===== src/rtl/fs_refined.sv =====
// Frame-sync acquisition sequencer: walks NCH channels per Fs edge with four-phase ack, then a senack close-out.
// Latency: Fs/ack/senack to outputs is 3 clk edges (2-flop sync + registered state/outputs).
module fs_refined #(
    parameter int NCH     = 4,
    parameter int TIMEOUT = 255
) (
    input  logic clk,
    input  logic reset,
    input  logic Fs,
    input  logic ack,
    input  logic senack,
    output logic A,
    output logic B,
    output logic C,
    output logic Dt,
    output logic cclear,
    output logic bit0,
    output logic bit1
);

    localparam int TW = 16;
    localparam logic [1:0]    LAST_CH = 2'(NCH - 1);
    localparam logic [TW-1:0] TO_LAST = TW'(TIMEOUT - 1);

    typedef enum logic [2:0] {
        S_IDLE  = 3'b000,
        S_REQ   = 3'b001,
        S_REL   = 3'b010,
        S_DONE  = 3'b011,
        S_DRAIN = 3'b100,
        S_ERR   = 3'b111
    } state_t;

    logic [1:0]    fs_sync_q, ack_sync_q, sen_sync_q;
    logic          fs_prev_q;
    state_t        state_q, state_d;
    logic [1:0]    chan_q, chan_d;
    logic [TW-1:0] tmo_q, tmo_d;
    logic          err_arm_q, err_arm_d;
    logic          dt_q, cclear_q;

    logic fs_s, ack_s, sen_s, fs_rise, tmo_exp;

    assign fs_s    = fs_sync_q[1];
    assign ack_s   = ack_sync_q[1];
    assign sen_s   = sen_sync_q[1];
    assign fs_rise = fs_s & ~fs_prev_q;
    assign tmo_exp = (tmo_q == TO_LAST);

    always_ff @(posedge clk or posedge reset) begin
        if (reset) begin
            fs_sync_q  <= 2'b00;
            ack_sync_q <= 2'b00;
            sen_sync_q <= 2'b00;
            fs_prev_q  <= 1'b0;
        end else begin
            fs_sync_q  <= {fs_sync_q[0], Fs};
            ack_sync_q <= {ack_sync_q[0], ack};
            sen_sync_q <= {sen_sync_q[0], senack};
            fs_prev_q  <= fs_s;
        end
    end

    // A handshake edge always wins over an expiring timeout in the same cycle.
    always_comb begin
        state_d   = state_q;
        chan_d    = chan_q;
        err_arm_d = err_arm_q;
        case (state_q)
            S_IDLE: begin
                chan_d = 2'b00;
                if (fs_rise) state_d = S_REQ;
            end
            S_REQ: begin
                if (ack_s)        state_d = S_REL;
                else if (tmo_exp) state_d = S_ERR;
            end
            S_REL: begin
                if (!ack_s) begin
                    if (chan_q == LAST_CH) begin
                        state_d = S_DONE;
                    end else begin
                        chan_d  = chan_q + 2'd1;
                        state_d = S_REQ;
                    end
                end else if (tmo_exp) begin
                    state_d = S_ERR;
                end
            end
            S_DONE: begin
                if (sen_s)        state_d = S_DRAIN;
                else if (tmo_exp) state_d = S_ERR;
            end
            S_DRAIN: begin
                if (!sen_s) begin
                    state_d = S_IDLE;
                    chan_d  = 2'b00;
                end else if (tmo_exp) begin
                    state_d = S_ERR;
                end
            end
            S_ERR: begin
                if (sen_s) begin
                    err_arm_d = 1'b1;
                end else if (err_arm_q) begin
                    err_arm_d = 1'b0;
                    state_d   = S_IDLE;
                    chan_d    = 2'b00;
                end
            end
            default: begin
                state_d   = S_IDLE;
                chan_d    = 2'b00;
                err_arm_d = 1'b0;
            end
        endcase
    end

    always_comb begin
        tmo_d = tmo_q + TW'(1);
        if (state_d != state_q || state_q == S_IDLE || state_q == S_ERR)
            tmo_d = '0;
    end

    always_ff @(posedge clk or posedge reset) begin
        if (reset) begin
            state_q   <= S_IDLE;
            chan_q    <= 2'b00;
            tmo_q     <= '0;
            err_arm_q <= 1'b0;
            dt_q      <= 1'b0;
            cclear_q  <= 1'b0;
        end else begin
            state_q   <= state_d;
            chan_q    <= chan_d;
            tmo_q     <= tmo_d;
            err_arm_q <= err_arm_d;
            dt_q      <= (state_d == S_REQ);
            cclear_q  <= (state_d == S_DONE);
        end
    end

    assign A      = state_q[2];
    assign B      = state_q[1];
    assign C      = state_q[0];
    assign Dt     = dt_q;
    assign cclear = cclear_q;
    assign bit0   = chan_q[0];
    assign bit1   = chan_q[1];

endmodule


===== config.mk =====
export PLATFORM = sky130hd
export DESIGN_NAME = fs_refined
export DESIGN_NICKNAME = d
export VERILOG_FILES = /design/src/rtl/fs_refined.sv
export SDC_FILE = /design/constraint.sdc
export NUM_CORES = 1
export LEC_CHECK = 0
export ABC_CLOCK_PERIOD_IN_PS = 2760
export CAP_MARGIN = 20
export CORE_AREA = 2 2 84 86
export CTS_CLUSTER_DIAMETER = 30
export DETAILED_ROUTE_END_ITERATION = 7
export DIE_AREA = 0 0 86 88
export GPL_TIMING_DRIVEN = 0
export MAX_ROUTING_LAYER = met4
export SYNTH_ARGS = -nofsm -noshare
export SYNTH_HDL_FRONTEND = slang
export SYNTH_SLANG_ARGS = --single-unit

===== constraint.sdc =====
create_clock -name clk -period 2.76 [get_ports clk]
set_input_delay 0.828 -clock clk [delete_from_list [all_inputs] [get_ports clk]]
set_output_delay 0.828 -clock clk [all_outputs]
set_load 0.05 [all_outputs]

== After elaboration in Yosys (flattened, before gate mapping) ==
Cells that the tools add are included.

* Divide/modulo/power cells: 0
* Add/sub/neg operators: 2
* Reduce and logical (&&, ||, !) cells: 6
* Multiply operators: 0
* Shift operators: 0
* Equality and inequality tests: 15
* Muxes and demuxes: 19
* Magnitude comparators: 0
* Bitwise logic cells: 3

{| class="wikitable"
|+ Operators with widths
! cell !! number
|-
| 2-to-1 mux 3 bit || 8
|-
| one-hot mux 3 bit (6 select lines) || 1
|-
| adder 16 x 1 -> 16 bit (second input constant) || 1
|-
| equality test 16 x 8 -> 1 bit (second input constant) || 1
|-
| 2-to-1 mux 16 bit || 1
|-
| 2-to-1 mux 2 bit || 6
|-
| inequality test 2 bit (second input constant) || 5
|-
| equality test 3 x 2 -> 1 bit (second input constant) || 3
|-
| one-hot mux 2 bit (4 select lines) || 1
|-
| equality test 3 x 1 -> 1 bit (second input constant) || 2
|-
| equality test 3 bit (second input constant) || 2
|-
| AND reduction 6 bit || 1
|-
| OR reduction 5 bit || 1
|-
| zero test 3 bit || 1
|-
| inequality test 3 bit || 1
|-
| adder 2 x 1 -> 2 bit (second input constant) || 1
|-
| equality test 2 bit (second input constant) || 1
|-
| logical OR 1 bit || 2
|-
| NOT 1 bit || 2
|-
| one-hot mux 1 bit (2 select lines) || 1
|-
| OR reduction 2 bit || 1
|-
| bitwise AND 1 bit || 1
|-
| 2-to-1 mux 1 bit || 1
|}

* Bits in latches: 0
* Bits in read-only memories: 0
* Output and inout bits: 7
* Memories kept: 0
* Bits in writable memories: 0
* Input bits: 5
* Register bits after elaboration: 31

== Logic depth before layout (Yosys ltp) ==
* Depth after elaboration: 8
* Mapped depth: 7
* Depth with buffers taken out: 7

== Least setup slack after synthesis ==
OpenSTA, ideal clock, no wires.

* Path type: reg2reg
* Start point: register state_q[0]
* End point: register tmo_q[2]
* Data arrival time: 1854 ps
* Required time: 2631 ps
* Setup slack: 777 ps
* Buffers on the path: 1
* Stages on the path, launching flop included: 7
* Library setup time: 129 ps
* Period minus slack after synthesis: 1983 ps
* Cells stage by stage: dfrtp_1 buf_2 or3b_1 a21oi_1 nor2_2 o21bai_4 nor2_2

* Cells in the longest elaborated chain, start to end: 7
* Elaborated cells between the ends (all ways): 19

{| class="wikitable"
|+ Ends and longest elaborated chain
! item !! RTL line !! source
|-
| start: declaration || 36 || <nowiki>state_t state_q, state_d;</nowiki>
|-
| start signal: assignment || 134 || <nowiki>state_q <= state_d;</nowiki>
|-
| 2-to-1 mux 3 bit (on tied branches) (2 in a row) || - ||
|-
| one-hot mux 3 bit (6 select lines) || 69 || <nowiki>case (state_q)</nowiki>
|-
| inequality test 3 bit || 121 || <nowiki>if (state_d != state_q || state_q == S_IDLE || state_q == S_ERR)</nowiki>
|-
| logical OR 1 bit || 121 ||
|-
| logical OR 1 bit * || 121 ||
|-
| 2-to-1 mux 16 bit * || 121 ||
|-
| via tmo_d[2] || 38 || <nowiki>logic [TW-1:0] tmo_q, tmo_d;</nowiki>
|-
| end signal: assignment || 136 || <nowiki>tmo_q <= tmo_d;</nowiki>
|-
| end: declaration || 38 ||
|}

Mark *: on every way through the listed nets, which the timed path passes. The rest lies on a longest branch.
A chain may end at the register's enable or synchronous reset.

== Worst setup path in the final report ==
* Start point: register chan_q[0]
* End point: output bit0

{| class="wikitable"
|+ RTL lines
! item !! RTL line !! source
|-
| start: declaration || 37 || <nowiki>logic [1:0] chan_q, chan_d;</nowiki>
|-
| start signal: assignment || 135 || <nowiki>chan_q <= chan_d;</nowiki>
|-
| end: declaration || 17 || <nowiki>output logic bit0,</nowiki>
|}

No word-level cell between the ends.

==> results_dict.tcl <==
set metrics [dict create \
    synth_seq_cells 31 \
    drtPass1Iterations 4 \
    worst_pin_slew_ns 0.622 \
    post_cts_buffers 0 \
    timing.fmax_mhz 432 \
    start_util_pct 24.4 \
    switching_share_pct 36.4 \
    switching_power_uw 526 \
    drt_iter0_markers 40 \
    post_cts_resized 0 \
    min_period_over_period_pct 83.9 \
    critPathSlowestCell "clkdlybuf4s50_1" \
    final-hold-violation-count 0 \
    grtUsageTotal_pct 9.58 \
    slowest_delay_ns 0.82 \
    design_area_sq_um 1960 \
    criticalPathCategory "register to output pin" \
    cts_tree "done" \
    syn-num-nets 164 \
    fin_worst_skew_ns 0.00467 \
    cp.depth 1 \
    seqPwrFrac_pct 36.8 \
    fin_nets 183 \
    cp_num_buf_inv 1 \
    relSlewSlack_pct 58.5 \
    ys_warn_count 0 \
    hp-class "register to register" \
    cpLargestDelayFamily "buffers and inverters" \
    rrSetupSlack_ns 0.74 \
    min-delay-start "sen_sync_q[0]" \
    grt_pass1_vias 1187 \
    end_kind "output pin" \
    maxCapViolCount 0 \
    path_clk_slew_ns 0.06 \
    setup_viol_count_final 0 \
    htreeDepth 2 \
    cp-startpoint "chan_q[0]" \
    vias 1152 \
    postSynthAreaPerCell_sq_um 10.4 \
    crit_path_end "bit0" \
    critPathLaunchType "register" \
    synth_seq_area_share_pct 47.9 \
    synth_cell_types 41 \
    io_pins 12 \
    total_power_uw 1450 \
    synthFlopType "dfrtp_1" \
    dp_hpwl_microns 2210 \
    p_int_uw 919 \
    wl_microns 2970 \
    ir_drop_v 0.000185 \
    grt_pass1_wl_microns 5550 \
    synth_edf_count 0 \
    crit_fanout 4 \
    fin_crit_ns 2.32 \
    p_comb_share_pct 36.3 \
    path_cells "clkdlybuf4s50_1" \
    place_area_sq_um 1860 \
    async_flop_share_pct 100 \
    netlist_area_sq_um 1620 \
    antenna_left 0 \
    r2r_cells 7 \
    final_common_cell "dfrtp_1" \
    cts_hold_buffers 0 \
    cp.arrival_ns 1.49 \
    rsz0062_at_grt "no" \
    cts_root_buffer "clkbuf_8" \
    clock_sinks 31 \
    nFillCells 697 \
    status "complete, no violations" \
    antenna_cells 0 \
    reg2reg_from "tmo_q[0]" \
    fin_setup_tns_ns 0 \
    die-area_sq_um 7570 \
    numCtsBuffers 5 \
    antenna_found_initial 0 \
    synthCells 156 \
    p_leak_uw 0.000800 \
    rows 30 \
    wl_per_cell_microns 11.6 \
    reg2reg_to "tmo_q[8]" \
    area_growth_pct 20.9 \
    die_w_microns 86 \
    dieHeight_microns 88 \
    clkLatencyLatePin_ns 0.28 \
    power_density_nw_per_um2 738 \
    place.gp.congestion 0.807 \
    whs_ns 0.353 \
    core-area_sq_um 6640 \
    drc 0 \
    clockBufferDepth 2 \
    layout_common_cells "dfrtp_1, nor2_1, clkdlybuf4s50_1, nor2_2, xor2_1" \
    via_per_inst 4.50 \
    io_buffer_count 11 \
    grt_max_degree 19 \
    overflow 0 \
    p_clk_share_pct 26.9 \
    final_max_slew_viol_count 0 \
    critPathRequiredTime_ns 1.93 \
    layout-drive-gt1-share_pct 17.0 \
]
==> metal layers <==
metal	track usage (%)	wire length (microns)
met5	-	0
met4	2.60	40
met3	3.68	132
met2	14.2	1310
met1	12.2	1490
==> how the worst min path moves through the flow <==
stage	slack, ns	cells past startpoint	end
after floorplan	0.33	0	ack_sync_q[1]
after global placement	0.33	0	sen_sync_q[1]
after CTS	0.36	0	sen_sync_q[1]
after global routing	0.37	0	ack_sync_q[1]
after detailed placement	0.35	0	sen_sync_q[1]
final	0.35	0	sen_sync_q[1]
==> synth_stat cells (2+ instances only) <==
master | count | area (sq um)
or3b_1 | 2 | 17.5
nor3b_1 | 3 | 22.5
nor3_1 | 5 | 25.0
nand2_1 | 8 | 30.0
nand3_1 | 7 | 35.0
a21oi_1 | 7 | 35.0
xnor2_1 | 5 | 43.8
mux2_2 | 2 | 22.5
ha_1 | 3 | 37.5
nor2_1 | 13 | 48.8
dfrtp_1 | 31 | 776
nor2_2 | 10 | 62.6
xor2_1 | 9 | 78.8
inv_1 | 4 | 15.0
nand4_1 | 5 | 31.3
clkbuf_1 | 2 | 7.51
buf_6 | 2 | 22.5
and4_1 | 3 | 26.3
buf_2 | 3 | 15.0
nand2b_1 | 3 | 18.8
and3_1 | 3 | 18.8
o21ai_0 | 7 | 35.0
==> state kept, by name (all words and copies together), names as in the netlist <==
name,flops
cclear,1
chan_q,2
sen_sync_q,2
Dt,1
state_q,3
err_arm_q,1
tmo_q,16
ack_sync_q,2
fs_prev_q,1
fs_sync_q,2
==> power by group through the flow <==
stage / combinational [uW] / clock [uW] / sequential (uW)
2_1_floorplan: 304 / 0 / 628
3_3_place_gp: 519 / 0 / 538
3_5_place_dp: 528 / 0 / 540
4_1_cts: 529 / 403 / 532
5_1_grt: 581 / 425 / 538
6_report: 525 / 389 / 532
==> stage by stage <==
| stage | instances | util [%] | worst slack [ns] |
|---|---|---|---|
| 2_1_floorplan | 156 | - | 0.777 |
| 4_1_cts | 256 | 29.5 | 0.433 |
| 5_1_grt | 256 | 29.5 | 0.395 |
| 6_report | 256 | 29.5 | 0.445 |
| 3_3_place_gp | 247 | 27.5 | 0.450 |
| 3_5_place_dp | 248 | 27.9 | 0.738 |
==> logic make-up (layout without fill, tap and decap cells) <==
| logic type | after synthesis | count (layout) | share of synthesized area [%] |
|---|---|---|---|
| DFF | 31 | 31 | 47.9 |
| and+or+nand+nor | 72 | 72 | 25.9 |
| muxes | 3 | 3 | 2.01 |
| buffers and inverters | 11 | 31 | 3.71 |
| AOI/OAI and AO/OA | 22 | 22 | 10.6 |
| adders and majority gates | 3 | 3 | 2.32 |
| xor gates and xnor gates | 14 | 14 | 7.57 |
==> layout make-up <==
cell class / count / area [sq um] / share of cell area (%)
plain buffers: 7 / 45.0 / 2.30
clock buffers: 8 / 100 / 5.12
inverters: 4 / 15.0 / 0.767
multi-input cells: 114 / 783 / 40.0
flip-flops and latches: 31 / 776 / 39.6
well taps: 80 / 100 / 5.12
repair buffers: 12 / 138 / 7.03
Power figures use the tool's default switching activity.
